File: config.mk
export PLATFORM = sky130hd
export DESIGN_NAME = fsic_ls_cfg_bridge
export DESIGN_NICKNAME = d
export VERILOG_FILES = /design/src/rtl/fsic_ls_cfg_bridge.sv
export SDC_FILE = /design/constraint.sdc
export NUM_CORES = 1
export LEC_CHECK = 0
export BUFFER_PORTS_ARGS = -buffer_cell sky130_fd_sc_hd__buf_2
export CORE_UTILIZATION = 30
export CTS_BUF_LIST = sky130_fd_sc_hd__clkbuf_8 sky130_fd_sc_hd__clkbuf_16
export CTS_CLUSTER_SIZE = 12
export DETAILED_ROUTE_END_ITERATION = 8
export GPL_TIMING_DRIVEN = 0
export HOLD_SLACK_MARGIN = 0.06
export SYNTH_ARGS = -nofsm -noshare
export SYNTH_HDL_FRONTEND = slang
export SYNTH_SLANG_ARGS = --single-unit
File: constraint.sdc
create_clock -name axi_clk -period 2.8 [get_ports axi_clk]
set_input_delay 0 -clock axi_clk [delete_from_list [all_inputs] [get_ports axi_clk]]
set_output_delay 0 -clock axi_clk [all_outputs]
set_load 0.01 [all_outputs]
File: src/rtl/fsic_ls_cfg_bridge.sv
// Single-outstanding AXI-Lite window adapter onto the LS serdes config port.
// Optional downstream watchdog: define LS_CFG_TIMEOUT_EN.
module fsic_ls_cfg_bridge #(
    parameter int unsigned pUP_ADDR_WIDTH = 15,
    parameter int unsigned pADDR_WIDTH    = 10,
    parameter int unsigned pDATA_WIDTH    = 32,
    parameter int unsigned pLS_BASE       = 32'h5000,
    parameter int unsigned pLS_SIZE       = 4096,
    parameter int unsigned pTIMEOUT       = 255
) (
    input  logic                        axi_clk,
    input  logic                        axi_reset_n,
    input  logic                        s_awvalid,
    output logic                        s_awready,
    input  logic [pUP_ADDR_WIDTH-1:0]   s_awaddr,
    input  logic                        s_wvalid,
    output logic                        s_wready,
    input  logic [pDATA_WIDTH-1:0]      s_wdata,
    input  logic [pDATA_WIDTH/8-1:0]    s_wstrb,
    output logic                        s_bvalid,
    input  logic                        s_bready,
    output logic [1:0]                  s_bresp,
    input  logic                        s_arvalid,
    output logic                        s_arready,
    input  logic [pUP_ADDR_WIDTH-1:0]   s_araddr,
    output logic                        s_rvalid,
    input  logic                        s_rready,
    output logic [pDATA_WIDTH-1:0]      s_rdata,
    output logic [1:0]                  s_rresp,
    output logic                        m_awvalid,
    input  logic                        m_awready,
    output logic [pADDR_WIDTH-1:0]      m_awaddr,
    output logic                        m_wvalid,
    input  logic                        m_wready,
    output logic [pDATA_WIDTH-1:0]      m_wdata,
    output logic [pDATA_WIDTH/8-1:0]    m_wstrb,
    output logic                        m_arvalid,
    input  logic                        m_arready,
    output logic [pADDR_WIDTH-1:0]      m_araddr,
    input  logic                        m_rvalid,
    output logic                        m_rready,
    input  logic [pDATA_WIDTH-1:0]      m_rdata,
    output logic                        cc_ls_enable
);

    localparam logic [1:0] RespOkay   = 2'b00;
    localparam logic [1:0] RespSlvErr = 2'b10;
    localparam logic [pUP_ADDR_WIDTH-1:0] LsBase = pUP_ADDR_WIDTH'(pLS_BASE);

    typedef enum logic [2:0] {
        StIdle, StWrIssue, StWrResp, StRdIssue, StRdWait, StRdResp
    } state_t;

    function automatic logic f_hit(input logic [pUP_ADDR_WIDTH-1:0] a);
        return (32'(a) >= pLS_BASE) && (32'(a) < pLS_BASE + pLS_SIZE);
    endfunction

    function automatic logic [pADDR_WIDTH-1:0] f_off(input logic [pUP_ADDR_WIDTH-1:0] a);
        return pADDR_WIDTH'((a - LsBase) >> 2);
    endfunction

    logic                       r_rst_done;
    logic                       r_aw_full, r_w_full, r_ar_full;
    logic [pUP_ADDR_WIDTH-1:0]  r_aw_addr, r_ar_addr;
    logic [pDATA_WIDTH-1:0]     r_w_data;
    logic [pDATA_WIDTH/8-1:0]   r_w_strb;
    state_t                     r_state, w_state_d;
    logic                       r_last_rd;
    logic                       r_m_wrvalid, r_m_arvalid, r_m_rready, r_cc_en;
    logic [pADDR_WIDTH-1:0]     r_m_awaddr, r_m_araddr;
    logic [pDATA_WIDTH-1:0]     r_m_wdata, r_s_rdata;
    logic [pDATA_WIDTH/8-1:0]   r_m_wstrb;
    logic                       r_s_bvalid, r_s_rvalid;
    logic [1:0]                 r_s_bresp, r_s_rresp;
    logic                       w_take_wr, w_take_rd, w_wr_hs, w_timeout;
    logic                       w_aw_hit, w_ar_hit;

    assign s_awready    = !r_aw_full && r_rst_done;
    assign s_wready     = !r_w_full && r_rst_done;
    assign s_arready    = !r_ar_full && r_rst_done;
    assign m_awvalid    = r_m_wrvalid;
    assign m_wvalid     = r_m_wrvalid;
    assign m_awaddr     = r_m_awaddr;
    assign m_wdata      = r_m_wdata;
    assign m_wstrb      = r_m_wstrb;
    assign m_arvalid    = r_m_arvalid;
    assign m_araddr     = r_m_araddr;
    assign m_rready     = r_m_rready;
    assign cc_ls_enable = r_cc_en;
    assign s_bvalid     = r_s_bvalid;
    assign s_bresp      = r_s_bresp;
    assign s_rvalid     = r_s_rvalid;
    assign s_rdata      = r_s_rdata;
    assign s_rresp      = r_s_rresp;

    assign w_aw_hit = f_hit(r_aw_addr);
    assign w_ar_hit = f_hit(r_ar_addr);
    assign w_wr_hs  = m_awready && m_wready;

`ifdef LS_CFG_TIMEOUT_EN
    logic [7:0] r_to_cnt;

    // Spans RD_ISSUE and RD_WAIT together: one budget per downstream access.
    always_ff @(posedge axi_clk or negedge axi_reset_n) begin
        if (!axi_reset_n) begin
            r_to_cnt <= '0;
        end else if (r_state == StIdle) begin
            r_to_cnt <= '0;
        end else if (r_state inside {StWrIssue, StRdIssue, StRdWait}) begin
            r_to_cnt <= r_to_cnt + 8'd1;
        end
    end

    assign w_timeout = (r_to_cnt == 8'(pTIMEOUT));
`else
    assign w_timeout = 1'b0;
`endif

    always_comb begin
        w_take_wr = 1'b0;
        w_take_rd = 1'b0;
        w_state_d = r_state;
        if (r_state == StIdle) begin
            // On a tie, serve the opposite of what was served last.
            if (r_aw_full && r_w_full && (!r_ar_full || r_last_rd)) begin
                w_take_wr = 1'b1;
            end else if (r_ar_full) begin
                w_take_rd = 1'b1;
            end
        end
        unique case (r_state)
            StIdle: begin
                if (w_take_wr) w_state_d = w_aw_hit ? StWrIssue : StWrResp;
                else if (w_take_rd) w_state_d = w_ar_hit ? StRdIssue : StRdResp;
            end
            StWrIssue: if (w_wr_hs || w_timeout) w_state_d = StWrResp;
            StWrResp:  if (s_bready) w_state_d = StIdle;
            StRdIssue: begin
                if (m_arready) w_state_d = StRdWait;
                else if (w_timeout) w_state_d = StRdResp;
            end
            StRdWait:  if (m_rvalid || w_timeout) w_state_d = StRdResp;
            StRdResp:  if (s_rready) w_state_d = StIdle;
            default:   w_state_d = StIdle;
        endcase
    end

    always_ff @(posedge axi_clk or negedge axi_reset_n) begin
        if (!axi_reset_n) begin
            r_rst_done <= 1'b0;
            r_aw_full  <= 1'b0;
            r_w_full   <= 1'b0;
            r_ar_full  <= 1'b0;
            r_aw_addr  <= '0;
            r_ar_addr  <= '0;
            r_w_data   <= '0;
            r_w_strb   <= '0;
        end else begin
            r_rst_done <= 1'b1;
            if (w_take_wr) begin
                r_aw_full <= 1'b0;
                r_w_full  <= 1'b0;
            end else begin
                if (s_awvalid && s_awready) begin
                    r_aw_full <= 1'b1;
                    r_aw_addr <= s_awaddr;
                end
                if (s_wvalid && s_wready) begin
                    r_w_full <= 1'b1;
                    r_w_data <= s_wdata;
                    r_w_strb <= s_wstrb;
                end
            end
            if (w_take_rd) begin
                r_ar_full <= 1'b0;
            end else if (s_arvalid && s_arready) begin
                r_ar_full <= 1'b1;
                r_ar_addr <= s_araddr;
            end
        end
    end

    always_ff @(posedge axi_clk or negedge axi_reset_n) begin
        if (!axi_reset_n) begin
            r_state     <= StIdle;
            r_last_rd   <= 1'b1;
            r_m_wrvalid <= 1'b0;
            r_m_arvalid <= 1'b0;
            r_m_rready  <= 1'b0;
            r_cc_en     <= 1'b0;
            r_s_bvalid  <= 1'b0;
            r_s_rvalid  <= 1'b0;
            r_m_awaddr  <= '0;
            r_m_araddr  <= '0;
            r_m_wdata   <= '0;
            r_m_wstrb   <= '0;
            r_s_bresp   <= RespOkay;
            r_s_rresp   <= RespOkay;
            r_s_rdata   <= '0;
        end else begin
            r_state     <= w_state_d;
            r_m_wrvalid <= (w_state_d == StWrIssue);
            r_m_arvalid <= (w_state_d == StRdIssue);
            r_m_rready  <= (w_state_d == StRdWait);
            r_cc_en     <= (w_state_d inside {StWrIssue, StRdIssue, StRdWait});
            r_s_bvalid  <= (w_state_d == StWrResp);
            r_s_rvalid  <= (w_state_d == StRdResp);
            if (w_take_wr || w_take_rd) r_last_rd <= w_take_rd;
            if (w_take_wr) begin
                r_m_awaddr <= f_off(r_aw_addr);
                r_m_wdata  <= r_w_data;
                r_m_wstrb  <= r_w_strb;
                r_s_bresp  <= w_aw_hit ? RespOkay : RespSlvErr;
            end else if (r_state == StWrIssue && w_state_d == StWrResp) begin
                r_s_bresp <= w_wr_hs ? RespOkay : RespSlvErr;
            end
            if (w_take_rd) begin
                r_m_araddr <= f_off(r_ar_addr);
                if (!w_ar_hit) begin
                    r_s_rdata <= '0;
                    r_s_rresp <= RespSlvErr;
                end
            end else if (r_state inside {StRdIssue, StRdWait} && w_state_d == StRdResp) begin
                if (r_state == StRdWait && m_rvalid) begin
                    r_s_rdata <= m_rdata;
                    r_s_rresp <= RespOkay;
                end else begin
                    r_s_rdata <= '0;
                    r_s_rresp <= RespSlvErr;
                end
            end
        end
    end

endmodule

Word level (Yosys, flattened, before mapping)
Index checks and enable logic that the tools add are counted.
Cells by class
  bitwise gates (word level): 2
  shift operators: 0
  $mul: 0
  $add $sub $neg: 2
  div/mod/pow operators: 0
  $lt $le $gt $ge: 4
  eq/ne operators: 11
  reduce and logical (&&, ||, !) cells: 31
  muxes and demuxes: 33
Operators by type and width (count)
  $mux 32: 4
  $ge 15x15->1 const B: 2
  $lt 15x15->1 const B: 2
  $mux 3: 8
  $sub 12x1->12 const B: 2
  $mux 2: 9
  $pmux 3 s6: 1
  $logic_and 1x1->1: 14
  $eq 3x2->1 const B: 4
  $eq 3x3->1 const B: 4
  $reduce_bool 2->1: 6
  $mux 1: 11
  $reduce_and 2->1: 4
  $eq 3x1->1 const B: 2
  $logic_not 1->1: 3
  $logic_not 3->1: 1
  $reduce_bool 3->1: 1
  $logic_or 1x1->1: 2
  $ne 2x2->1 const B: 1
  $not 1->1: 2
Storage, ports and cells
  logic and storage cells: 106
  memories kept: 0
  latch bits: 0
  memory bits (read-only): 0
  RAM bits: 0
  input port bits: 109
  register bits after elaboration: 172
  output and inout port bits: 102

Depth between registers and ports, before layout
  word-level depth: 12
  gate-level depth with buffers: 7
  depth with buffers taken out: 5

Worst setup path before layout
OpenSTA, ideal clock, no wires.
  path kind: register -> register
  start point: register r_last_rd
  end point: register r_m_arvalid (netlist: m_arvalid)
  data required time: 2667 ps
  clock period less this slack: 1842 ps
  cell stages (with the launch flop): 6
  library setup time: 133 ps
  setup slack: 958 ps
  arrival: 1709 ps
  buffers on the path: 0
  path through: dfstp_2 and2b_1 nor2_2 mux2_4 a221o_1 nor3b_1
Between the ends
  longest elaborated chain between the ends: 8
  elaborated cells on any way between the ends: 10
  classes of those cells: 1 x eq/ne; 7 x mux; 2 x reduce/logical
RTL lines
  from (decl): line 68  | logic r_last_rd;
  from (signal assigned): line 208  | if (w_take_wr || w_take_rd) r_last_rd <= w_take_rd;
  $logic_or 1x1->1 (*): line 125  | if (r_aw_full && r_w_full && (!r_ar_full || r_last_rd)) begin
  $logic_and 1x1->1 (*): line 125
  $mux 1: line 125
  $mux 1: line 123  | if (r_state == StIdle) begin
  $mux 3: line 134  | else if (w_take_rd) w_state_d = w_ar_hit ? StRdIssue : StRdResp;
  $mux 3 (*): line 133  | if (w_take_wr) w_state_d = w_aw_hit ? StWrIssue : StWrResp;
  $pmux 3 s6 (*): line 131  | unique case (r_state)
  via w_state_d[0]: line 67  | state_t r_state, w_state_d;
  $eq 3x2->1 (*): line 203  | r_m_arvalid <= (w_state_d == StRdIssue);
  to (signal assigned): line 203
  to (decl): line 69  | logic r_m_wrvalid, r_m_arvalid, r_m_rready, r_cc_en;
Mark *: on every way through the listed nets, which the timed path passes. The rest lies on a longest branch.
A chain may end at the register's enable or synchronous reset.

Final worst setup path
  start point: register r_last_rd
  end point: register r_s_rdata[13] (netlist: s_rdata[13])
Between the ends
  longest elaborated chain between the ends: 11
  elaborated cells on any way between the ends: 15
  classes of those cells: 2 x eq/ne; 8 x mux; 5 x reduce/logical
RTL lines
  $logic_or 1x1->1 (*): line 125
  $logic_and 1x1->1 (*): line 125
  $mux 1: line 125
  $mux 1: line 123
  $mux 3: line 134
  $mux 3: line 133
  $pmux 3 s6: line 131
  $eq 3x3->1: line 223  | end else if (r_state inside {StRdIssue, StRdWait} && w_state_d == StRdResp) begin
  $logic_and 1x1->1: line 223
  $reduce_bool 2->1 (no line)
  $reduce_and 2->1 (no line)
  to (signal assigned): line 225  | r_s_rdata <= m_rdata;
  to (decl): line 71  | logic [pDATA_WIDTH-1:0] r_m_wdata, r_s_rdata;
Every way passes the cells marked *; elsewhere a longest branch is shown, timed or not.

==> impl_metrics.toml <==
[placed_design]
placed_area_sq_um = 7641
hpwl_um = 10400
dp.cells = 878
portBuffers = 204
globalplace.congestion = 0.9323

[critical_path]
required_ns = 3.14
crit_arrival_ns = 2.51
crit_path_start_kind = "register"
path_cells = "and2b_1 > o211ai_1 > nor2_1 > nor2_1 > buf_2 > a22o_1"
r2r_start = "r_last_rd$_DFFE_PN1P_"
crit_slowest_cell = "dfstp_2"
max_stage_delay_ns = 0.53
crit_type = "register to register"
cp_common_cell = "nor2_1"
cp_max_fo = 10
worstSetupStartpoint = "r_last_rd$_DFFE_PN1P_"
cp-end-kind = "register"

[synth]
netlist_area_sq_um = 6245
synth_edf_count = 0
ys_ff_latch = 166
synth_cells = 402
yosysSeqAreaShare_pct = 66.54
ys_warn_count = 0
yosysTopAreaCell = "dfrtp_1"
synthFlopType = "dfrtp_1"
synthTopCellsByArea = "dfrtp_1, mux2_2, a22o_1"
async_flop_share_pct = 100.0
synth_top_area_share_pct = 66.12
postSynthAreaPerCell_sq_um = 15.53
ys_types = 34

[layout]
layout-drive-gt1-share_pct = 50.40
fin_area_sq_um = 9246
layout_common_cells = "buf_2, dfrtp_1, mux2_2"
diodes = 0
finalNonFillerCells = 1014
layout.nets = 840
final_common_cell = "buf_2"
fillers = 1848
syn_to_final_growth_pct = 48.07

[worst_hold_path]
hp-class = "input pin to register"
hp-start = "s_rready"

[routing]
drt-initial-drc-count = 112
drt_first_pass_iters = 4
ant_nets = 0
wl_um = 15480
vias_per_cell = 4.472
dr_total_vias = 4535
drc = 0
wl_per_cell_um = 15.27

[global_route]
grt_usage_pct = 15.18
grt_pass1_vias = 4994
antenna_found_initial = 0
grt_max_degree = 86
grt_first_pass_wirelength_um = 25540
grt-ovfl-total = 0

[sta]
clock_skew_ns = 0.008151
max_freq_mhz = 460.7
rsz0062_at_grt = "no"
relSlewSlack_pct = 47.46
slew_violations = 0
finalSetupTns_ns = 0
timing.hold.ws_ns = 0.1068
fin_crit_sh_pct = 77.53
hold_viol_final = 0
worstMarginPinSlew_ns = 0.7882
fin_crit_ns = 2.171
setup_viol = 0

[floorplanning]
fp.coreArea_sq_um = 20300
initial_core_util_pct = 30.76
ioPinCount = 211
fp.dieW_um = 146.3
die_h_um = 146.3
rows = 52
die_area_sq_um = 21400

[clock_network]
path_clk_slew_ns = 0.07
cts_num_sinks = 166
root_buffer = "clkbuf_16"
cts_resized = 0
cts_buffer_depth = 2
cts_made_buffers = 17
worstSkewPairLatency_ns = 0.41
cts_tree = "built"
htreeDepth = 4

[power]
p_int_uw = 6591
p_leak_uw = 0.004510
clkPwrFrac_pct = 23.0
p_comb_share_pct = 35.0
switching_share_pct = 31.86
power_switching_uw = 3082
power_frac_seq_pct = 42.0
ir_drop_v = 0.0003949
power_density_nw_per_um2 = 1046

[run]
cap_violations = 0

[outcome]
status = "finished clean"
-- state kept, by name, indices dropped and copies added, names as in the netlist, 3 cells and up --
| name | flops |
|---|---|
| m_wdata | 32 |
| r_w_data | 32 |
| s_rdata | 32 |
| r_ar_addr | 13 |
| r_aw_addr | 13 |
| m_araddr | 10 |
| m_awaddr | 10 |
| m_wstrb | 4 |
| r_w_strb | 4 |
| r_state | 3 |
-- logic make-up (layout without fill, tap and decap cells) --
kind of cell | count (synthesis) | in the layout | share of synthesized area (%)
and+or+nand+nor | 38 | 38 | 3.226
xor gates and xnor gates | 1 | 1 | 0.1403
AOI/OAI and AO/OA | 49 | 49 | 6.372
muxes | 119 | 119 | 21.52
DFF | 166 | 166 | 66.54
other | 2 | 3 | 0.1203
buffers and inverters | 27 | 368 | 2.084
-- layer usage --
layer / track usage (%) / routed length, um / part of all wire, % / vias to the layer above
met5: 0 / 0 / 0 / -
met4: 4.167 / 139 / 0.90 / 0
met3: 4.844 / 1019 / 6.6 / 11
met2: 27.02 / 7960 / 51 / 163
met1: 17.44 / 6359 / 41 / 2273
li1: - / - / - / 2088
-- stage by stage --
stage / power, uW / setup WS (ns) / util [%]
6_report: 9673 / 0.6292 / 45.55
5_1_grt: 10330 / 0.4323 / 45.55
4_1_cts: 9799 / 0.6012 / 45.55
3_5_place_dp: 7346 / 0.6234 / 37.64
3_3_place_gp: 7174 / -0.5894 / 37.48
2_1_floorplan: 6077 / 0.9582 / -
-- final timing paths --
check | end | slack (ns) | cells past startpoint
max | s_rdata[13]$_DFFE_PN0P_ | 0.63 | 6
min | m_rready$_DFF_PN0_ | 0.11 | 5
max reg2reg | s_rdata[13]$_DFFE_PN0P_ | 0.63 | 6
min reg2reg | s_rdata[20]$_DFFE_PN0P_ | 0.49 | 1
max in group asynchronous | r_w_data[1]$_DFFE_PN0P_ | 1.74 | 3
min in group asynchronous | m_araddr[7]$_DFFE_PN0N_ | 0.19 | 2
-- cell type report --
class / count / area, sq um / share of cell area [%]
buffer: 22 / 111.4 / 1.204
inverter: 5 / 18.77 / 0.2030
tap: 270 / 337.8 / 3.654
sequential: 166 / 4155 / 44.94
clock buffer: 18 / 439.2 / 4.750
clock inverter: 14 / 125.1 / 1.353
multi-input combinational: 210 / 1963 / 21.23
timing repair buffer: 309 / 2096 / 22.67
-- cell usage after synthesis, types with 3 or more instances --
| cell | count |
|---|---|
| nor2_1 | 11 |
| nand2_1 | 8 |
| clkbuf_1 | 5 |
| mux2_2 | 118 |
| nor2b_1 | 5 |
| buf_4 | 3 |
| buf_2 | 14 |
| a21oi_1 | 4 |
| dfrtp_1 | 165 |
| a22o_1 | 32 |
| o22ai_1 | 3 |
| inv_1 | 5 |
-- power by group through the flow --
stage | clock [uW] | sequential (uW) | combinational, uW
2_1_floorplan | 0 | 4270 | 1810
3_3_place_gp | 0 | 4020 | 3150
3_5_place_dp | 0 | 4090 | 3250
4_1_cts | 2320 | 4060 | 3420
5_1_grt | 2430 | 4220 | 3680
6_report | 2220 | 4060 | 3390
-- critical path: cells and delay by family, from the launching register on --
family	cells	cell delay, ns
AO/OA/AOI/OAI	2	0.69
buffers and inverters	1	0.30
flip-flops	1	0.53
AND/OR/NAND/NOR	3	0.58
-- what timing repair did --
| item | 4_1_cts | 5_1_grt |
|---|---|---|
| hold endpoints to repair | 181 | 0 |
| buffers inserted | 0 | 0 |
| hold buffers | 104 | 0 |
Note: power is estimated with default switching activity, not from simulation.
